--- src/rtl/qspi_pkg.sv ---
// Shared types and constants for the quad-SPI flash read responder.
package qspi_pkg;

  typedef enum logic [2:0] {
    ST_IDLE,
    ST_CMD,
    ST_ADDR,
    ST_MODE,
    ST_DUMMY,
    ST_DATA,
    ST_IGNORE
  } state_e;

  localparam logic [7:0] QSPI_CMD_QIOR      = 8'hEB;
  localparam logic [1:0] QSPI_MODE_CONT     = 2'b10;
  localparam int         QSPI_DUMMY_DEFAULT = 4;

  localparam logic [3:0] CMD_BIT_LAST  = 4'd7;
  localparam logic [3:0] ADDR_NIB_LAST = 4'd5;

  // Mode byte bits [5:4] == 2'b10 lets the next transaction skip the opcode.
  function automatic logic mode_is_cont(input logic [7:0] mode);
    return mode[5:4] == QSPI_MODE_CONT;
  endfunction

endpackage

--- src/rtl/qspi_flash_responder_if.sv ---
// Flash-side QSPI lines plus the backing-store read port of the responder.
interface qspi_flash_responder_if #(
  parameter int ADDR_W = 24
);
  logic              sck;
  logic              ce_n;
  logic [3:0]        io_in;
  logic [3:0]        io_out;
  logic              io_oe;
  logic              mem_rd;
  logic [ADDR_W-1:0] mem_addr;
  logic [7:0]        mem_rdata;

  // Store port has no ready: mem_rd is a one-clk strobe qualified by mem_addr,
  // and mem_rdata must hold the addressed byte exactly one clk after mem_rd.
  modport master (
    output sck, ce_n, io_in, mem_rdata,
    input  io_out, io_oe, mem_rd, mem_addr
  );

  modport slave (
    input  sck, ce_n, io_in, mem_rdata,
    output io_out, io_oe, mem_rd, mem_addr
  );
endinterface

--- src/rtl/qspi_sck_edge_det.sv ---
// Detects sck rising/falling edges in the clk domain, gated by chip enable.
module qspi_sck_edge_det (
  input  logic clk,
  input  logic rst,
  input  logic sck,
  input  logic ce_n,
  output logic rise,
  output logic fall
);
  logic sck_d;

  always_ff @(posedge clk) begin
    if (rst) sck_d <= 1'b0;
    else     sck_d <= sck;
  end

  assign rise = sck  & ~sck_d & ~ce_n;
  assign fall = ~sck &  sck_d & ~ce_n;
endmodule

--- src/rtl/qspi_flash_responder.sv ---
// Quad-IO fast-read (0xEB) flash responder with continuous-read mode,
// backed by an external byte store with one-clk read latency.
module qspi_flash_responder
  import qspi_pkg::*;
#(
  parameter int DUMMY_CYCLES = QSPI_DUMMY_DEFAULT,
  parameter int ADDR_W       = 24
) (
  input  logic                  clk,
  input  logic                  rst,
  qspi_flash_responder_if.slave bus,
  output state_e                dbg_state,
  output logic                  dbg_cont_mode
);
  localparam logic [3:0]        DUMMY_LAST = 4'(DUMMY_CYCLES - 1);
  localparam logic [ADDR_W-1:0] ADDR_ONE   = {{(ADDR_W-1){1'b0}}, 1'b1};

  logic rise, fall;

  state_e            state_q, state_d;
  logic [3:0]        cnt_q, cnt_d;
  logic [7:0]        cmd_q, cmd_d;
  logic [ADDR_W-1:0] addr_q, addr_d;
  logic [3:0]        mode_hi_q, mode_hi_d;
  logic              cont_q, cont_d;
  logic [3:0]        io_out_q, io_out_d;
  logic              io_oe_q, io_oe_d;
  logic              mem_rd_q, mem_rd_d;
  logic [ADDR_W-1:0] mem_addr_q, mem_addr_d;
  logic              hi_next_q, hi_next_d;
  logic [3:0]        lo_nib_q, lo_nib_d;
  logic [7:0]        data_buf_q;
  logic              rd_pend_q;

  logic [7:0]        cmd_next;
  logic [ADDR_W-1:0] addr_next;
  logic [ADDR_W-1:0] addr_inc;

  qspi_sck_edge_det u_edge (
    .clk  (clk),
    .rst  (rst),
    .sck  (bus.sck),
    .ce_n (bus.ce_n),
    .rise (rise),
    .fall (fall)
  );

  always_comb begin
    state_d    = state_q;
    cnt_d      = cnt_q;
    cmd_d      = cmd_q;
    addr_d     = addr_q;
    mode_hi_d  = mode_hi_q;
    cont_d     = cont_q;
    io_out_d   = io_out_q;
    io_oe_d    = io_oe_q;
    mem_rd_d   = 1'b0;
    mem_addr_d = mem_addr_q;
    hi_next_d  = hi_next_q;
    lo_nib_d   = lo_nib_q;
    cmd_next   = {cmd_q[6:0], bus.io_in[0]};
    addr_next  = {addr_q[ADDR_W-5:0], bus.io_in};
    addr_inc   = addr_q + ADDR_ONE;

    if (bus.ce_n) begin
      // Deselect discards any partial phase; cont_mode survives.
      state_d  = ST_IDLE;
      cnt_d    = 4'd0;
      io_out_d = 4'd0;
      io_oe_d  = 1'b0;
    end else begin
      case (state_q)
        ST_IDLE: begin
          state_d   = cont_q ? ST_ADDR : ST_CMD;
          cnt_d     = 4'd0;
          cmd_d     = 8'd0;
          addr_d    = '0;
          hi_next_d = 1'b1;
        end
        ST_CMD: if (rise) begin
          cmd_d = cmd_next;
          cnt_d = cnt_q + 4'd1;
          if (cnt_q == CMD_BIT_LAST) begin
            cnt_d   = 4'd0;
            state_d = (cmd_next == QSPI_CMD_QIOR) ? ST_ADDR : ST_IGNORE;
          end
        end
        ST_ADDR: if (rise) begin
          addr_d = addr_next;
          cnt_d  = cnt_q + 4'd1;
          if (cnt_q == ADDR_NIB_LAST) begin
            cnt_d      = 4'd0;
            state_d    = ST_MODE;
            mem_rd_d   = 1'b1;
            mem_addr_d = addr_next;
          end
        end
        ST_MODE: if (rise) begin
          cnt_d = cnt_q + 4'd1;
          if (cnt_q == 4'd0) begin
            mode_hi_d = bus.io_in;
          end else begin
            cont_d  = mode_is_cont({mode_hi_q, bus.io_in});
            cnt_d   = 4'd0;
            state_d = ST_DUMMY;
          end
        end
        ST_DUMMY: if (rise) begin
          cnt_d = cnt_q + 4'd1;
          if (cnt_q == DUMMY_LAST) begin
            cnt_d     = 4'd0;
            state_d   = ST_DATA;
            hi_next_d = 1'b1;
          end
        end
        ST_DATA: if (fall) begin
          io_oe_d = 1'b1;
          if (hi_next_q) begin
            // Park the low nibble so the prefetch may overwrite the buffer.
            io_out_d   = data_buf_q[7:4];
            lo_nib_d   = data_buf_q[3:0];
            addr_d     = addr_inc;
            mem_rd_d   = 1'b1;
            mem_addr_d = addr_inc;
            hi_next_d  = 1'b0;
          end else begin
            io_out_d  = lo_nib_q;
            hi_next_d = 1'b1;
          end
        end
        ST_IGNORE: ;
        default: state_d = ST_IDLE;
      endcase
    end
  end

  always_ff @(posedge clk) begin
    if (rst) begin
      state_q    <= ST_IDLE;
      cnt_q      <= 4'd0;
      cmd_q      <= 8'd0;
      addr_q     <= '0;
      mode_hi_q  <= 4'd0;
      cont_q     <= 1'b0;
      io_out_q   <= 4'd0;
      io_oe_q    <= 1'b0;
      mem_rd_q   <= 1'b0;
      mem_addr_q <= '0;
      hi_next_q  <= 1'b1;
      lo_nib_q   <= 4'd0;
      data_buf_q <= 8'd0;
      rd_pend_q  <= 1'b0;
    end else begin
      state_q    <= state_d;
      cnt_q      <= cnt_d;
      cmd_q      <= cmd_d;
      addr_q     <= addr_d;
      mode_hi_q  <= mode_hi_d;
      cont_q     <= cont_d;
      io_out_q   <= io_out_d;
      io_oe_q    <= io_oe_d;
      mem_rd_q   <= mem_rd_d;
      mem_addr_q <= mem_addr_d;
      hi_next_q  <= hi_next_d;
      lo_nib_q   <= lo_nib_d;
      rd_pend_q  <= mem_rd_q;
      if (rd_pend_q) data_buf_q <= bus.mem_rdata;
    end
  end

  assign bus.io_out   = io_out_q;
  assign bus.io_oe    = io_oe_q;
  assign bus.mem_rd   = mem_rd_q;
  assign bus.mem_addr = mem_addr_q;
  assign dbg_state     = state_q;
  assign dbg_cont_mode = cont_q;
endmodule
--- src/flat_wrapper.sv ---
// flat-port wrapper written by rule: the top's interface ports become plain ports
module qspi_flash_responder_flat import qspi_pkg::*;
#(
  parameter int DUMMY_CYCLES = QSPI_DUMMY_DEFAULT,
  parameter int ADDR_W       = 24
)
  (clk, rst, dbg_state, dbg_cont_mode, bus_sck, bus_ce_n, bus_io_in, bus_mem_rdata, bus_io_out, bus_io_oe, bus_mem_rd, bus_mem_addr);
  qspi_flash_responder_if #(.ADDR_W(ADDR_W)) bus_i ();
  input  logic clk;
  input  logic rst;
  output state_e dbg_state;
  output logic dbg_cont_mode;
  input wire logic [$bits(bus_i.sck)-1:0] bus_sck;
  input wire logic [$bits(bus_i.ce_n)-1:0] bus_ce_n;
  input wire logic [$bits(bus_i.io_in)-1:0] bus_io_in;
  input wire logic [$bits(bus_i.mem_rdata)-1:0] bus_mem_rdata;
  output wire logic [$bits(bus_i.io_out)-1:0] bus_io_out;
  output wire logic [$bits(bus_i.io_oe)-1:0] bus_io_oe;
  output wire logic [$bits(bus_i.mem_rd)-1:0] bus_mem_rd;
  output wire logic [$bits(bus_i.mem_addr)-1:0] bus_mem_addr;
  assign bus_i.sck = bus_sck;
  assign bus_i.ce_n = bus_ce_n;
  assign bus_i.io_in = bus_io_in;
  assign bus_i.mem_rdata = bus_mem_rdata;
  assign bus_io_out = bus_i.io_out;
  assign bus_io_oe = bus_i.io_oe;
  assign bus_mem_rd = bus_i.mem_rd;
  assign bus_mem_addr = bus_i.mem_addr;
  qspi_flash_responder #(.DUMMY_CYCLES(DUMMY_CYCLES), .ADDR_W(ADDR_W)) u_core (.clk(clk), .rst(rst), .bus(bus_i), .dbg_state(dbg_state), .dbg_cont_mode(dbg_cont_mode));
endmodule
--- config.mk ---
export PLATFORM = sky130hd
export DESIGN_NAME = qspi_flash_responder_flat
export DESIGN_NICKNAME = d
export VERILOG_FILES = /design/src/rtl/qspi_pkg.sv /design/src/rtl/qspi_flash_responder_if.sv /design/src/rtl/qspi_sck_edge_det.sv /design/src/rtl/qspi_flash_responder.sv /design/src/flat_wrapper.sv
export SDC_FILE = /design/constraint.sdc
export NUM_CORES = 1
export LEC_CHECK = 0
export CORE_MARGIN = 2
export CORE_UTILIZATION = 51
export CTS_CLUSTER_DIAMETER = 30
export DETAILED_ROUTE_END_ITERATION = 6
export GPL_TIMING_DRIVEN = 0
export PLACE_DENSITY = 0.87
export SLEW_MARGIN = 15
export SYNTH_ARGS = -nofsm -noshare
export SYNTH_HDL_FRONTEND = slang
export SYNTH_HIERARCHICAL = 1
export SYNTH_SLANG_ARGS = --single-unit
--- constraint.sdc ---
create_clock -name clk -period 1.9 [get_ports clk]
set_input_delay 0.38 -clock clk [delete_from_list [all_inputs] [get_ports clk]]
set_output_delay 0.38 -clock clk [all_outputs]
set_load 0.01 [all_outputs]
==> impl_metrics.py <==
metrics = {
    "critical_path": {
        "critPathTopFamily": "simple AND/OR/NAND/NOR gates",
        "path_depth": 8,
        "crit_path_top_delay_cell": "nor4b_4",
        "r2r_setup_slack_ps": -40,
        "arrival_ps": 2270,
        "startpoint_type": "input pin",
        "cp_slowest_stage_delay_ps": 430,
        "critPathCapture": "u_core/bus.mem_addr[13]$_SDFFE_PP0P_",
        "path_max_fanout": 10,
        "crit_path_start": "bus_sck",
        "rr_startpoint": "u_core/addr_q[1]$_SDFFE_PP0P_",
        "cp-end-kind": "register",
        "cp.required_ps": 2190,
        "path_class": "in -> reg",
        "path_cells": "dlygate4sd2_1, nor3b_4, nor4b_4, nor3_4, nand2_2, clkbuf_1, nand2_1, a21oi_1",
        "worst-path-buf-inv": 2,
        "worstRegToRegCells": 6,
        "timing.rr.end": "u_core/bus.mem_addr[13]$_SDFFE_PP0P_",
    },
    "timing": {
        "slew-limit-headroom_pct": 53.7,
        "fmax_mhz": 505,
        "finalClockSkew_ps": 13.3,
        "finalCriticalPeriod_ps": 1980,
        "rsz0062_at_grt": "true",
        "worst_pin_slew_ps": 694,
        "layout_setup_ws_ps": -79.1,
        "tns_ps": -414,
        "fin_crit_sh_pct": 104,
        "finalMaxSlewViolations": 0,
        "hold_viol_final": 0,
        "setup_viol": 14,
    },
    "floorplanning": {
        "start_util_pct": 52.7,
        "die_w_microns": 99.2,
        "io_pins": 50,
        "die_h_microns": 99.2,
        "dieArea_sq_um": 9830,
        "core_sq_um": 8760,
        "rows": 34,
    },
    "yosys": {
        "synth_top_family_by_area": "simple AND/OR/NAND/NOR gates",
        "synthXorXnorAreaFrac_pct": 2.09,
        "synth-simple-area-share_pct": 26.7,
        "synth.area.mux_share_pct": 4.58,
        "synth-main-ff-cell": "dfxtp_1",
        "synthAdderAreaFrac_pct": 1.30,
        "synth-compound-area-share_pct": 21.9,
        "yosysTopAreaCell": "dfxtp_1",
        "yosys-top-cells-area": "dfxtp_1, a21oi_1, nor2_1, nand2_1, mux2i_1",
        "synthCells": 564,
        "syn_avg_cell_area_sq_um": 8.19,
        "synth_area_sq_um": 4620,
        "yosysSeqAreaShare_pct": 37.3,
        "ys_types": 67,
        "synth_warnings": 6,
        "ys_ff_latch": 86,
        "synth-edff-count": 0,
        "async_reset_ff_share_pct": 0,
        "synthTopCellsByCount": "dfxtp_1, nor2_1, nand2_1",
        "synth_nets": 584,
        "netlist.area_leader.share_pct": 37.3,
        "yosysMostFrequentCell": "dfxtp_1",
    },
    "placement": {
        "place_hpwl_mm": 9.24,
        "place_area_sq_um": 5260,
        "place.gp.congestion": 0.935,
        "portBuffers": 49,
        "dp_cells": 721,
        "place_ws_ps": -1020,
    },
    "cts": {
        "hold_buffers": 0,
        "clock_latency_ps": 370,
        "cts_made_buffers": 9,
        "clk_path_buf_depth": 2,
        "clock_sinks": 86,
        "cts_tree": "built",
        "cts-root-buf": "clkbuf_8",
        "h-tree-depth": 3,
        "path_clk_slew_ps": 90,
    },
    "finish": {
        "finalNonFillerCells": 775,
        "fin_util_pct": 71.8,
        "drive_above_1_share_pct": 27.1,
        "design_area_sq_um": 6290,
        "register_area_sq_um": 1760,
        "nets": 683,
        "syn2layout_area_growth_pct": 36.2,
        "antenna_cells": 0,
        "multi_input_area_sq_um": 2970,
        "fillers": 567,
    },
    "route": {
        "vias_per_cell": 6.64,
        "drc": 0,
        "wl_mm": 16.5,
        "wl_per_cell_microns": 21.3,
        "ant_nets": 0,
        "vias": 5149,
        "drt_pass1_iterations": 7,
        "drt_iter0_markers": 632,
    },
    "run_status": {
        "violations": "setup timing",
        "status": "finished with violations",
    },
    "grt": {
        "grt_pass1_wl_mm": 23.4,
        "antenna_found_initial": 0,
        "grt_pass1_vias": 4724,
        "overflow": 0,
        "grt_max_degree": 14,
        "grt.total_usage_pct": 29.7,
    },
    "min_path": {
        "hp-class": "reg -> reg",
        "hold_start": "u_core/bus.mem_addr[5]$_SDFFE_PP0P_",
    },
    "pwr": {
        "p_leak_nw": 2.25,
        "ir_worst_vdd_uv": 334,
        "power.density_nw_per_um2": 599,
    },
    "job": {
        "max_cap_violations": 0,
    },
}
## routing by layer
layer	wire length, microns	global-route usage, %
met2	7970	48.6
met4	950	17.1
met5	0	0
met3	1530	5.90
met1	6050	36.3
## final cells by class
type                       count  share of cell area (%)
buffer                        44                    5.61
clock buffer                  12                    2.31
clock inverter                 3                   0.716
inverter                      13                   0.816
multi-input combinational    418                    47.2
sequential                    86                    27.9
tap                          108                    2.15
timing repair buffer          91                    13.3
## sequential cells by signal, indices dropped and copies added, names as in the netlist, 2 cells and up
signal	count
u_core/cnt_q	4
u_core/dbg_state	3
u_core/lo_nib_q	4
u_core/mode_hi_q	2
u_core/data_buf_q	8
u_core/bus.mem_addr	24
u_core/cmd_q	7
u_core/bus.io_out	4
u_core/addr_q	24
## cells by family (layout without fill, tap and decap cells)
kind of cell               after synthesis  after routing
and+or+nand+nor                        231            232
buffers and inverters                   61            163
muxes                                   21             21
adders and majority gates                5              5
AOI/OAI and AO/OA                      149            149
xor gates and xnor gates                11             11
DFF                                     86             86
## power breakdown
group,internal [mW],switching (mW),leakage (nW)
registers,1.83,0.0506,0.704
clock network,0.639,0.683,0.0887
logic,0.240,0.326,1.46
## how the worst min path moves through the flow
| stage | end | cells past startpoint |
|---|---|---|
| 6_report | u_core/bus.mem_addr[5]$_SDFFE_PP0P_ | 2 |
| 5_1_grt | u_core/u_edge/sck_d$_SDFF_PP0_ | 2 |
| 4_1_cts | u_core/bus.mem_addr[5]$_SDFFE_PP0P_ | 2 |
| 3_5_place_dp | u_core/bus.mem_addr[5]$_SDFFE_PP0P_ | 2 |
| 3_3_place_gp | u_core/cmd_q[6]$_SDFFE_PP0P_ | 2 |
| 2_1_floorplan | u_core/cmd_q[6]$_SDFFE_PP0P_ | 2 |
## what timing repair did
item / 4_1_cts / 5_1_grt
pin swaps: 12 / 36
resized for setup: 70 / 91
cloned: 1 / 2
setup buffers: 18 / 23
hold endpoints to repair: 0 / 0
endpoints found under the setup margin: 82 / 71
## worst register-to-register path, delay by kind of cell (launching register included)
kind            cells  cell delay [ps]
buf+inv             1              240
simple gates        2              600
flops               1              420
xor+xnor            1               90
compound gates      2              510
## placed cells by master, fill, tap and decap left out, types with 14 or more instances in the layout
| master | n |
|---|---|
| buf_6 | 14 |
| mux2i_1 | 19 |
| nand3_1 | 20 |
| nand2_1 | 53 |
| a21oi_1 | 45 |
| clkdlybuf4s50_1 | 47 |
| nor2_1 | 64 |
| buf_4 | 43 |
| dfxtp_1 | 68 |
| o21ai_0 | 19 |
## through the flow
stage	hold WS, ps	power, mW
2_1_floorplan	432	2.17
4_1_cts	460	3.65
6_report	462	3.77
3_3_place_gp	440	2.30
5_1_grt	487	3.90
3_5_place_dp	448	2.31
Note: power is estimated with default switching activity, not from simulation.
